### src/rtl/mem_arbiter.sv
// Two-port (fetch/data) arbiter onto a single strobe/busy memory port.
// Define MEM_ARB_RR_EN for round-robin tie-breaking; otherwise the data port always wins ties.
module mem_arbiter #(
  parameter int ADDR_W = 32
) (
  input  logic              clk,
  input  logic              rst,
  input  logic [ADDR_W-1:0] i_addr,
  input  logic              i_rstrb,
  output logic [31:0]       i_rdata,
  output logic              i_rbusy,
  input  logic [ADDR_W-1:0] d_addr,
  input  logic [31:0]       d_wdata,
  input  logic [3:0]        d_wmask,
  input  logic              d_rstrb,
  input  logic              d_wstrb,
  output logic [31:0]       d_rdata,
  output logic              d_rbusy,
  output logic              d_wbusy,
  output logic [ADDR_W-1:0] mem_addr,
  output logic [31:0]       mem_wdata,
  output logic [3:0]        mem_wmask,
  output logic              mem_rstrb,
  output logic              mem_wstrb,
  input  logic [31:0]       mem_rdata,
  input  logic              mem_rbusy,
  input  logic              mem_wbusy,
  output logic [1:0]        dbg_state
);

  localparam logic [1:0] S_IDLE  = 2'd0;
  localparam logic [1:0] S_ISSUE = 2'd1;
  localparam logic [1:0] S_WAIT  = 2'd2;

  logic [1:0]        state_q, state_d;
  logic              i_pend_q, i_pend_d, d_pend_q, d_pend_d;
  logic [ADDR_W-1:0] i_addr_q, i_addr_d, d_addr_q, d_addr_d;
  logic [31:0]       d_wdata_q, d_wdata_d;
  logic [3:0]        d_wmask_q, d_wmask_d;
  logic              d_wr_q, d_wr_d;
  logic              gnt_d_q, gnt_d_d, gnt_wr_q, gnt_wr_d;
  logic [ADDR_W-1:0] mem_addr_q, mem_addr_d;
  logic [31:0]       mem_wdata_q, mem_wdata_d;
  logic [3:0]        mem_wmask_q, mem_wmask_d;
  logic [31:0]       i_rdata_q, i_rdata_d, d_rdata_q, d_rdata_d;
  logic              i_cap, d_cap, i_req, d_req, pick_d, xfer_done;
`ifdef MEM_ARB_RR_EN
  logic              last_d_q, last_d_d;
`endif

  // Requester handshake: a strobe is accepted only while the port's busy is
  // low; busy rises the next cycle and falls once the transfer has completed,
  // and read data is valid from the first cycle busy is low again.
  always_comb begin
    i_cap = i_rstrb & ~i_pend_q;
    d_cap = (d_rstrb | d_wstrb) & ~d_pend_q;
    // A strobe arriving in IDLE is granted the same cycle it is captured.
    i_req = i_pend_q | i_cap;
    d_req = d_pend_q | d_cap;
`ifdef MEM_ARB_RR_EN
    pick_d = d_req & (~i_req | ~last_d_q);
`else
    pick_d = d_req;
`endif

    i_pend_d  = i_pend_q | i_cap;
    d_pend_d  = d_pend_q | d_cap;
    i_addr_d  = i_cap ? i_addr : i_addr_q;
    d_addr_d  = d_cap ? d_addr : d_addr_q;
    d_wdata_d = d_cap ? d_wdata : d_wdata_q;
    d_wmask_d = d_cap ? d_wmask : d_wmask_q;
    // Both data strobes together count as a write.
    d_wr_d    = d_cap ? d_wstrb : d_wr_q;

    state_d     = state_q;
    gnt_d_d     = gnt_d_q;
    gnt_wr_d    = gnt_wr_q;
    mem_addr_d  = mem_addr_q;
    mem_wdata_d = mem_wdata_q;
    mem_wmask_d = mem_wmask_q;
    i_rdata_d   = i_rdata_q;
    d_rdata_d   = d_rdata_q;
    xfer_done   = ~(gnt_wr_q ? mem_wbusy : mem_rbusy);
`ifdef MEM_ARB_RR_EN
    last_d_d    = last_d_q;
`endif

    case (state_q)
      S_IDLE: begin
        if (i_req | d_req) begin
          state_d  = S_ISSUE;
          gnt_d_d  = pick_d;
          gnt_wr_d = pick_d & d_wr_d;
`ifdef MEM_ARB_RR_EN
          last_d_d = pick_d;
`endif
          if (pick_d) begin
            mem_addr_d  = d_addr_d;
            mem_wdata_d = d_wdata_d;
            mem_wmask_d = d_wmask_d;
          end else begin
            mem_addr_d  = i_addr_d;
          end
        end
      end
      S_ISSUE: state_d = S_WAIT;
      S_WAIT: begin
        if (xfer_done) begin
          state_d = S_IDLE;
          if (gnt_d_q) begin
            d_pend_d = 1'b0;
            if (!gnt_wr_q) d_rdata_d = mem_rdata;
          end else begin
            i_pend_d  = 1'b0;
            i_rdata_d = mem_rdata;
          end
        end
      end
      default: state_d = S_IDLE;
    endcase
  end

  always_ff @(posedge clk or negedge rst) begin
    if (!rst) begin
      state_q     <= S_IDLE;
      i_pend_q    <= 1'b0;
      d_pend_q    <= 1'b0;
      i_addr_q    <= '0;
      d_addr_q    <= '0;
      d_wdata_q   <= '0;
      d_wmask_q   <= '0;
      d_wr_q      <= 1'b0;
      gnt_d_q     <= 1'b0;
      gnt_wr_q    <= 1'b0;
      mem_addr_q  <= '0;
      mem_wdata_q <= '0;
      mem_wmask_q <= '0;
      i_rdata_q   <= '0;
      d_rdata_q   <= '0;
`ifdef MEM_ARB_RR_EN
      last_d_q    <= 1'b0;
`endif
    end else begin
      state_q     <= state_d;
      i_pend_q    <= i_pend_d;
      d_pend_q    <= d_pend_d;
      i_addr_q    <= i_addr_d;
      d_addr_q    <= d_addr_d;
      d_wdata_q   <= d_wdata_d;
      d_wmask_q   <= d_wmask_d;
      d_wr_q      <= d_wr_d;
      gnt_d_q     <= gnt_d_d;
      gnt_wr_q    <= gnt_wr_d;
      mem_addr_q  <= mem_addr_d;
      mem_wdata_q <= mem_wdata_d;
      mem_wmask_q <= mem_wmask_d;
      i_rdata_q   <= i_rdata_d;
      d_rdata_q   <= d_rdata_d;
`ifdef MEM_ARB_RR_EN
      last_d_q    <= last_d_d;
`endif
    end
  end

  assign mem_rstrb = (state_q == S_ISSUE) & ~gnt_wr_q;
  assign mem_wstrb = (state_q == S_ISSUE) & gnt_wr_q;
  assign mem_addr  = mem_addr_q;
  assign mem_wdata = mem_wdata_q;
  assign mem_wmask = mem_wmask_q;
  assign i_rdata   = i_rdata_q;
  assign d_rdata   = d_rdata_q;
  assign i_rbusy   = i_pend_q;
  assign d_rbusy   = d_pend_q & ~d_wr_q;
  assign d_wbusy   = d_pend_q & d_wr_q;
  assign dbg_state = state_q;

endmodule

### config.mk
export PLATFORM = sky130hd
export DESIGN_NAME = mem_arbiter
export DESIGN_NICKNAME = d
export VERILOG_FILES = /design/src/rtl/mem_arbiter.sv
export SDC_FILE = /design/constraint.sdc
export NUM_CORES = 1
export LEC_CHECK = 0
export BUFFER_PORTS_ARGS = -buffer_cell sky130_fd_sc_hd__buf_4
export CORE_UTILIZATION = 47
export CTS_CLUSTER_SIZE = 8
export DETAILED_ROUTE_END_ITERATION = 6
export GPL_TIMING_DRIVEN = 0
export PLACE_DENSITY_LB_ADDON = 0.25
export RECOVER_POWER = 100
export SLEW_MARGIN = 20
export SYNTH_ARGS = -nofsm -noshare
export SYNTH_HDL_FRONTEND = slang
export SYNTH_SLANG_ARGS = --single-unit
export TNS_END_PERCENT = 30
### constraint.sdc
create_clock -name clk -period 2.1 [get_ports clk]
set_clock_uncertainty 0.2 [all_clocks]
set_input_delay 0.42 -clock clk [delete_from_list [all_inputs] [get_ports clk]]
set_output_delay 0.42 -clock clk [all_outputs]
set_load 0.02 [all_outputs]
==> results of run 1 <==
==> metrics by stage <==
| stage | setup TNS (ns) | cell area, µm² | util, % | hold slack [ns] |
|---|---|---|---|---|
| after floorplan | 0 | 9960 | - | -0.0756 |
| after global placement | -371.39 | 12400 | 60.4 | 0.259 |
| after detailed placement | -19.67 | 12400 | 60.7 | 0.235 |
| after CTS | 0 | 14400 | 70.5 | 0.0110 |
| after global routing | -0.949 | 14000 | 68.2 | 0.0358 |
| final | 0 | 14000 | 68.2 | 0.0186 |
==> cell usage after synthesis <==
master | number | area, µm²
a211oi_1 | 32 | 240
a21o_1 | 32 | 240
a21oi_1 | 1 | 5.00
a31oi_1 | 1 | 6.26
and2_1 | 1 | 6.26
and3b_1 | 32 | 280
buf_1 | 1 | 3.75
buf_12 | 3 | 60.1
buf_2 | 19 | 95.1
buf_4 | 3 | 22.5
buf_6 | 5 | 56.3
clkbuf_1 | 21 | 78.8
dfrtp_1 | 239 | 5980
inv_1 | 35 | 131
mux2_2 | 136 | 1530
mux2_4 | 34 | 510
mux2i_1 | 1 | 10.0
nand2b_1 | 2 | 12.5
nand2b_4 | 1 | 13.8
nor2_1 | 5 | 18.8
nor2_4 | 1 | 11.3
nor3_1 | 1 | 5.00
nor3_2 | 1 | 10.0
o21a_1 | 2 | 15.0
o21ai_0 | 3 | 15.0
o21bai_1 | 1 | 7.51
o221ai_1 | 32 | 280
o32ai_1 | 32 | 280
or2_2 | 1 | 6.26
or3_1 | 1 | 6.26
or3b_1 | 1 | 8.76
or4b_4 | 1 | 13.8
==> final cells by class <==
| class | instances | area (µm²) | share of cell area, % |
|---|---|---|---|
| inverters | 35 | 131 | 0.941 |
| multi-input cells | 355 | 3560 | 25.5 |
| plain buffers | 52 | 362 | 2.59 |
| repair buffers | 382 | 2670 | 19.1 |
| flip-flops and latches | 239 | 5980 | 42.8 |
| well taps | 270 | 338 | 2.42 |
| clock buffers | 38 | 930 | 6.66 |
==> sequential cells by signal (all words and copies together) (netlist names) <==
| signal | count |
|---|---|
| i_rbusy | 1 |
| i_addr_q | 32 |
| d_addr_q | 32 |
| gnt_wr_q | 1 |
| mem_wdata | 32 |
| d_rdata | 32 |
| mem_addr | 32 |
| d_wdata_q | 32 |
| mem_wmask | 4 |
| d_wmask_q | 4 |
| d_pend_q | 1 |
| dbg_state | 2 |
| i_rdata | 32 |
| gnt_d_q | 1 |
| d_wr_q | 1 |
==> power by group through the flow <==
stage               Combinational [W]  Clock [W]  Sequential [W]
global route                  0.00919    0.00518         0.00843
finish                        0.00853    0.00489         0.00817
global placement              0.00913          0         0.00807
CTS                           0.00961    0.00499         0.00816
floorplan                     0.00427          0         0.00955
detailed placement            0.00934          0         0.00819
==> what timing repair did <==
| item | in CTS | in global routing |
|---|---|---|
| setup buffers | 2 | 0 |
| setup endpoints to repair | 95 | 120 |
| pin swaps | 1 | 0 |
| hold buffers | 101 | 0 |
| gates resized for setup | 19 | 23 |
| endpoints found under the hold margin | 203 | 0 |
==> how the worst max path moves through the flow <==
stage | depth (start not counted) | slack, ns | start | end
final | 5 | 0.04 | d_pend_q$_DFF_PN0_ | mem_wdata[16]$_DFFE_PN0P_
after global routing | 5 | -0.06 | d_pend_q$_DFF_PN0_ | mem_addr[23]$_DFFE_PN0P_
after CTS | 5 | 0.004 | i_rbusy$_DFF_PN0_ | mem_addr[26]$_DFFE_PN0P_
after detailed placement | 6 | -0.31 | d_rstrb | mem_addr[16]$_DFFE_PN0P_
after global placement | 1 | -1.50 | rst | d_rdata[16]$_DFFE_PN0P_
after floorplan | 5 | 0.05 | dbg_state[0]$_DFFE_PN0P_ | d_rdata[10]$_DFFE_PN0P_
==> logic make-up (layout without fill, tap and decap cells) <==
| logic type | count (synthesis) | after routing | synth area share [%] |
|---|---|---|---|
| buffers and inverters | 87 | 507 | 4.50 |
| flip-flops | 239 | 239 | 60.0 |
| multiplexers | 171 | 171 | 20.6 |
| AO/OA/AOI/OAI | 136 | 136 | 10.9 |
| AND/OR/NAND/NOR | 48 | 48 | 3.94 |
==> per-layer routing <==
layer	routed length [µm]	GRT usage [%]	vias to the layer above
li1	-	-	3348
met1	10700	30.8	3700
met2	13100	41.0	247
met3	1880	6.54	50
met4	733	9.23	0
met5	0	0	-
==> flow_summary.ini, run 1 <==
[sta]
fmax_mhz = 485
tightest_slew_ns = 1.07
relSlewSlack_pct = 28.5
finalHoldViolCount = 0
slew_violations = 0
grt_setup_unrepaired = yes
layout_min_cycle_time_ns = 2.06
setup_violations = 0
fin_crit_sh_pct = 98.3
worst_slack_ns = 0.0362

[route]
first_pass_iters = 5
wl_um = 26400
drc = 0
ant_nets = 0
drt-initial-drc-count = 231
vias = 7345
wl_per_cell_um = 19.2
avgViaCountPerCell = 5.36

[power_and_ir_drop]
p_total_w = 0.0216
leakagePower_nw = 6.64
switching_power_w = 0.00768
clock_power_share_pct = 22.6
p_seq_share_pct = 37.8
combPwrFrac_pct = 39.5
ir_worst_vdd_mv = 1.03
internal_power_w = 0.0139
switching_share_pct = 35.6
power_density_nw_per_um2 = 1550

[outcome]
status = finished clean

[clock_tree]
cts.root.buffer_cell = clkbuf_16
clk_latency_ns = 0.49
cts_buffers = 35
cts_tree = done
path_clk_slew_ns = 0.05
clkSinkCount = 239
cts_max_path_buffers = 3
cts_max_level = 2

[worst_setup_path]
reg2reg_to = mem_wdata[16]$_DFFE_PN0P_
start_kind = register
worstSetupPathType = reg2reg
worstPathRequired_ns = 2.26
crit_path_end_kind = register
worst_r2r_path_depth = 5
crit_chain = o21bai_1 > buf_4 > clkbuf_2 > mux2_2 > mux2_2
cp_top_family = multiplexers
crit_arrival_ns = 2.23
crit_fanout = 10
reg2reg_from = d_pend_q$_DFF_PN0_
slowest_delay_ns = 0.40
reg2reg_slack_ns = 0.04
cp_slowest_cell = dfrtp_2
worst-path-buf-inv = 2
crit_path_frequent_cell = mux2_2

[global_route]
antenna_found_initial = 0
grt_pass1_vias = 7994
grt_overflow_total = 0
grt_pass1_wl_um = 42100
grt_max_degree = 85
grtUsageTotal_pct = 24.6

[die]
fp.dieH_um = 148
die_area_um2 = 21800
rows = 52
core_area_um2 = 20500
initial_utilization_pct = 48.6
die_x_um = 148
io_pins = 278

[yosys]
synth_area_um2 = 9960
syn-instance-count = 681
synth_warnings = 0
synth.avg_cell_area_um2 = 14.6
synth.distinct_cells = 32
syn_nets = 820
synth_seq_cells = 239
seq_area_frac_synth_pct = 60.0

[placement]
dpl_worst_slack_ns = -0.315
gp_congestion = 0.791
port_buffers = 277
dp_hpwl_um = 17500
dp.cells = 1230

[layout]
fin_cells = 1371
diodes = 0
area_growth_pct = 40.2
final_cell_mix = dfrtp_1 (236), buf_4 (154), clkbuf_1 (145)
fillers = 1609
fin_nets = 1239
drive_gt1_share_pct = 36.2
layout_commonest_cell = dfrtp_1

[hold_path]
hp-class = in2reg
hold_start = d_wstrb
min_to = d_wr_q$_DFF_PN0_
whs_path_depth = 2

[run]
max-cap-violations = 0
No activity file was read; power rests on OpenSTA's default activity.
==> run 2: changes to the inputs <==
--- a/config.mk
+++ b/config.mk
@@ -6,7 +6,7 @@
 export NUM_CORES = 1
 export LEC_CHECK = 0
 export BUFFER_PORTS_ARGS = -buffer_cell sky130_fd_sc_hd__buf_4
-export CORE_UTILIZATION = 47
+export CORE_UTILIZATION = 55
 export CTS_CLUSTER_SIZE = 8
 export DETAILED_ROUTE_END_ITERATION = 6
 export GPL_TIMING_DRIVEN = 0
==> constraint.sdc (replaced) <==
create_clock -name clk -period 2.5 [get_ports clk]
set_clock_uncertainty 0.2 [all_clocks]
set_input_delay 0.5 -clock clk [delete_from_list [all_inputs] [get_ports clk]]
set_output_delay 0.5 -clock clk [all_outputs]
set_load 0.02 [all_outputs]
==> flow_summary.ini, run 2 (synthesis gave the netlist of run 1 again) <==
[sta]
fin_crit_sh_pct = 95.2
fmax_mhz = 420
layout_min_cycle_time_ns = 2.38
tightest_slew_ns = 1.09
relSlewSlack_pct = 27.4
grt_setup_unrepaired = no
slew_violations = 0
whs_ns = 0.0351
setup_violations = 0
finalHoldViolCount = 0

[worst_setup_path]
worstSetupPathDepth = 3
crit_arrival_ns = 1.68
worst-path-buf-inv = 2
worstPathRequired_ns = 1.80
cp_slowest_cell = inv_1
reg2reg_slack_ns = 0.19
crit_fanout = 15
cp_top_family = buffers and inverters
crit_chain = inv_1 > nor2_1 > buf_4
crit_path_end_kind = primary output
slowest_delay_ns = 0.45
start_kind = register
worst_r2r_path_depth = 5
worstSetupPathType = reg2out

[clock_tree]
cts_buffers = 35
path_clk_slew_ns = 0.05
clkSinkCount = 239
cts_tree = done
clk_latency_ns = 0.49
cts_max_level = 2
cts.root.buffer_cell = clkbuf_16
cts_max_path_buffers = 3

[die]
die_area_um2 = 18700
initial_utilization_pct = 57.0
io_pins = 278
rows = 48
fp.dieH_um = 137
die_x_um = 137
core_area_um2 = 17500

[route]
avgViaCountPerCell = 5.70
drc = 0
vias = 6975
drt-initial-drc-count = 257
wl_um = 24600
ant_nets = 0
first_pass_iters = 4
wl_per_cell_um = 20.1

[layout]
final_cell_mix = dfrtp_1 (239), clkbuf_1 (166), buf_4 (140)
area_growth_pct = 26.3
fin_nets = 1136
diodes = 0
drive_gt1_share_pct = 33.1
fillers = 1334
layout_commonest_cell = dfrtp_1

[global_route]
grt_pass1_vias = 7432
antenna_found_initial = 0
grt-busiest-layer = met2
use_met1_pct = 33.7
grt_overflow_total = 0
met2_usage_pct = 43.7
grtUsageTotal_pct = 26.9
grt_pass1_wl_um = 38500
grt_max_degree = 90
groute.layer.met3.usage_pct = 7.85

[power_and_ir_drop]
clock_power_share_pct = 23.5
switching_power_w = 0.00631
p_total_w = 0.0175
switching_share_pct = 36.1
p_seq_share_pct = 39.1
internal_power_w = 0.0112
leakagePower_nw = 5.94
combPwrFrac_pct = 37.4
power_density_nw_per_um2 = 1390
ir_worst_vdd_mv = 0.935

[run]
max-cap-violations = 0

[placement]
dp_hpwl_um = 17300
port_buffers = 277
gp_congestion = 0.799

[hold_path]
whs_path_depth = 2
hp-class = in2reg

[outcome]
status = finished clean
==> run 2: layer usage <==
| metal | part of all wire, % | wire, µm | up-vias |
|---|---|---|---|
| met5 | 0 | 0 | - |
| met4 | 3.2 | 788 | 0 |
| met2 | 49 | 12000 | 283 |
| li1 | - | - | 3139 |
| met3 | 8.3 | 2050 | 56 |
| met1 | 40 | 9820 | 3497 |
==> run 2: final timing paths <==
path                                         from                       end
max                            d_pend_q$_DFF_PN0_                   d_rbusy
min                                 mem_rdata[21]   i_rdata[21]$_DFFE_PN0P_
max reg2reg                    d_pend_q$_DFF_PN0_  mem_wmask[0]$_DFFE_PN0P_
min reg2reg                i_addr_q[28]$_DFF_PN0_    i_addr_q[28]$_DFF_PN0_
max in group asynchronous                     rst   i_rdata[29]$_DFFE_PN0P_
min in group asynchronous                     rst  mem_addr[20]$_DFFE_PN0P_
==> run 2: metrics by stage <==
stage	util [%]	cell area [µm²]	instances	setup TNS [ns]	setup WS [ns]
finish	72.0	12600	1223	0	0.120
global route	72.0	12600	1223	0	0.00557
CTS	76.2	13300	1223	0	0.116
detailed placement	70.9	12400	1185	-0.108	-0.0289
global placement	70.5	12300	1183	-268.39	-1.14
floorplan	-	9960	681	0	0.453
==> run 2: cell type report <==
cell class	instances	area [µm²]	share of cell area, %
Buffer	51	223	1.77
Clock buffer	38	930	7.39
Inverter	35	131	1.04
Multi-Input combinational cell	355	3410	27.1
Sequential cell	239	5980	47.5
Tap cell	225	282	2.24
Timing Repair Buffer	280	1630	13.0
==> run 2: power by group through the flow <==
stage	logic, W	registers, W	clock network [W]
global placement	0.00761	0.00678	0
detailed placement	0.00781	0.00689	0
finish	0.00654	0.00684	0.00411
floorplan	0.00359	0.00802	0
CTS	0.00786	0.00688	0.00419
global route	0.00705	0.00706	0.00434
==> run 2: repair_timing <==
action / CTS / global route
endpoints found under the hold margin: 72 / 0
hold buffers: 1 / 0
gates resized for setup: 0 / 0
setup buffers: 0 / 0
endpoints found under the setup margin: 1 / 0
==> run 3: changes to the inputs <==
--- a/config.mk
+++ b/config.mk
@@ -10,8 +10,8 @@
 export CTS_CLUSTER_SIZE = 8
 export DETAILED_ROUTE_END_ITERATION = 6
 export GPL_TIMING_DRIVEN = 0
+export MAX_ROUTING_LAYER = met4
 export PLACE_DENSITY_LB_ADDON = 0.25
-export RECOVER_POWER = 100
 export SLEW_MARGIN = 20
 export SYNTH_ARGS = -nofsm -noshare
 export SYNTH_HDL_FRONTEND = slang
==> flow_summary.ini, run 3 (synthesis gave the netlist of run 1 again) <==
[run]
max-cap-violations = 0

[sta]
finalSetupTns_ns = 0
layout_min_cycle_time_ns = 2.37
grt_setup_unrepaired = no
relSlewSlack_pct = 59.8
fin_crit_sh_pct = 94.8
tightest_slew_ns = 0.598
finalHoldViolCount = 0
worst_slack_ns = 0.129
fmax_mhz = 422
setup_violations = 0
slew_violations = 0

[layout]
fin_nets = 1136
layout_commonest_cell = buf_4
drive_gt1_share_pct = 52.2
diodes = 0
area_growth_pct = 33.7
final_cell_mix = buf_4 (279), dfrtp_1 (239), mux2_2 (136)

[route]
first_pass_iters = 5
avgViaCountPerCell = 5.67
ant_nets = 0
wl_per_cell_um = 20.2
vias = 6940
wl_um = 24700
drc = 0
drt-initial-drc-count = 247

[worst_setup_path]
slowest_delay_ns = 0.45
worst_r2r_path_depth = 5
reg2reg_to = mem_addr[19]$_DFFE_PN0P_
reg2reg_slack_ns = 0.22
crit_start = d_pend_q$_DFF_PN0_
worst-path-buf-inv = 2
endpoint = d_rbusy
reg2reg_from = d_pend_q$_DFF_PN0_
cp_slowest_cell = inv_1
worstSetupPathType = reg2out
crit_chain = inv_1 > nor2_1 > buf_4
crit_arrival_ns = 1.67
worstPathRequired_ns = 1.80
start_kind = register
crit_fanout = 15
cp_top_family = buffers and inverters
crit_path_end_kind = primary output
worstSetupPathDepth = 3

[die]
initial_utilization_pct = 57.0
io_pins = 278
die_area_um2 = 18700
core_area_um2 = 17500
die_x_um = 137
rows = 48
fp.dieH_um = 137

[global_route]
antenna_found_initial = 0
grt_pass1_wl_um = 38400
grt_pass1_vias = 7446
grt_overflow_total = 0
grtUsageTotal_pct = 27.7
grt_max_degree = 90

[outcome]
status = finished clean

[clock_tree]
clk_latency_ns = 0.48
cts_buffers = 35
clkSinkCount = 239
cts_setup_buffers = 0
cts_max_level = 2
post_cts_resized = 0
path_clk_slew_ns = 0.05
cts.root.buffer_cell = clkbuf_16
cts_max_path_buffers = 3
cts_tree = done

[power_and_ir_drop]
leakagePower_nw = 6.66
power_density_nw_per_um2 = 1410
ir_worst_vdd_mv = 0.972

[placement]
dpl_worst_slack_ns = -0.0289
port_buffers = 277
dp_hpwl_um = 17300
gp_congestion = 0.810

[hold_path]
hp-class = in2reg
[run 3: cell count changes in the layout (fill, tap and decap cells not counted), sizes merged]
cell    delta
buf      +159
clkbuf   -159
[run 3: cell type report]
class                           instances  area [µm²]
Buffer                                 51         313
Fill cell                            1141        4150
Tap cell                              225         282
Inverter                               35         131
Sequential cell                       239        5980
Timing Repair Buffer                  280        2150
Multi-Input combinational cell        355        3530
Clock buffer                           38         930
[run 3: per-layer routing]
layer  vias up  wire length (µm)  global-route usage, %  part of all wire, %
li1       3134                 -                      -                    -
met1      3495             10100                   34.2                   41
met2       257             12100                   43.7                   49
met3        54              1740                   6.78                  7.0
met4         0               758                   11.1                  3.1
met5         -                 0                      -                    0
[run 3: power by group]
group          leakage (nW)  switching [W]  total [W]  internal, W
clock                 0.457        0.00154    0.00412      0.00258
sequential             2.88        0.00103    0.00688      0.00585
combinational          3.32        0.00380    0.00778      0.00398
total                  6.66        0.00637     0.0188       0.0124
[run 3: per-stage QoR]
stage	util [%]	std cells	cell area (µm²)	power, W	hold slack (ns)
6_report	76.2	1223	13300	0.0188	0.0481
5_1_grt	76.2	1223	13300	0.0197	0.0348
4_1_cts	76.2	1223	13300	0.0189	0.0323
3_5_place_dp	70.9	1185	12400	0.0147	0.267
3_3_place_gp	70.5	1183	12300	0.0144	0.259
2_1_floorplan	-	681	9960	0.0116	0.00441
[run 3: worst min path at each step]
stage / start / end / cells after the start
4_1_cts: mem_rdata[20] / d_rdata[20]$_DFFE_PN0P_ / 2
2_1_floorplan: rst / d_addr_q[0]$_DFF_PN0_ / 0
5_1_grt: mem_rdata[15] / d_rdata[15]$_DFFE_PN0P_ / 2
6_report: mem_rdata[20] / d_rdata[20]$_DFFE_PN0P_ / 2
3_3_place_gp: i_addr_q[21]$_DFF_PN0_ / i_addr_q[21]$_DFF_PN0_ / 1
3_5_place_dp: i_addr_q[4]$_DFF_PN0_ / i_addr_q[4]$_DFF_PN0_ / 1
[run 3: timing repair]
| action | in CTS | in global routing |
|---|---|---|
| hold buffers | 1 | 0 |
| endpoints found under the hold margin | 72 | 0 |
| setup endpoints to repair | 1 | 0 |
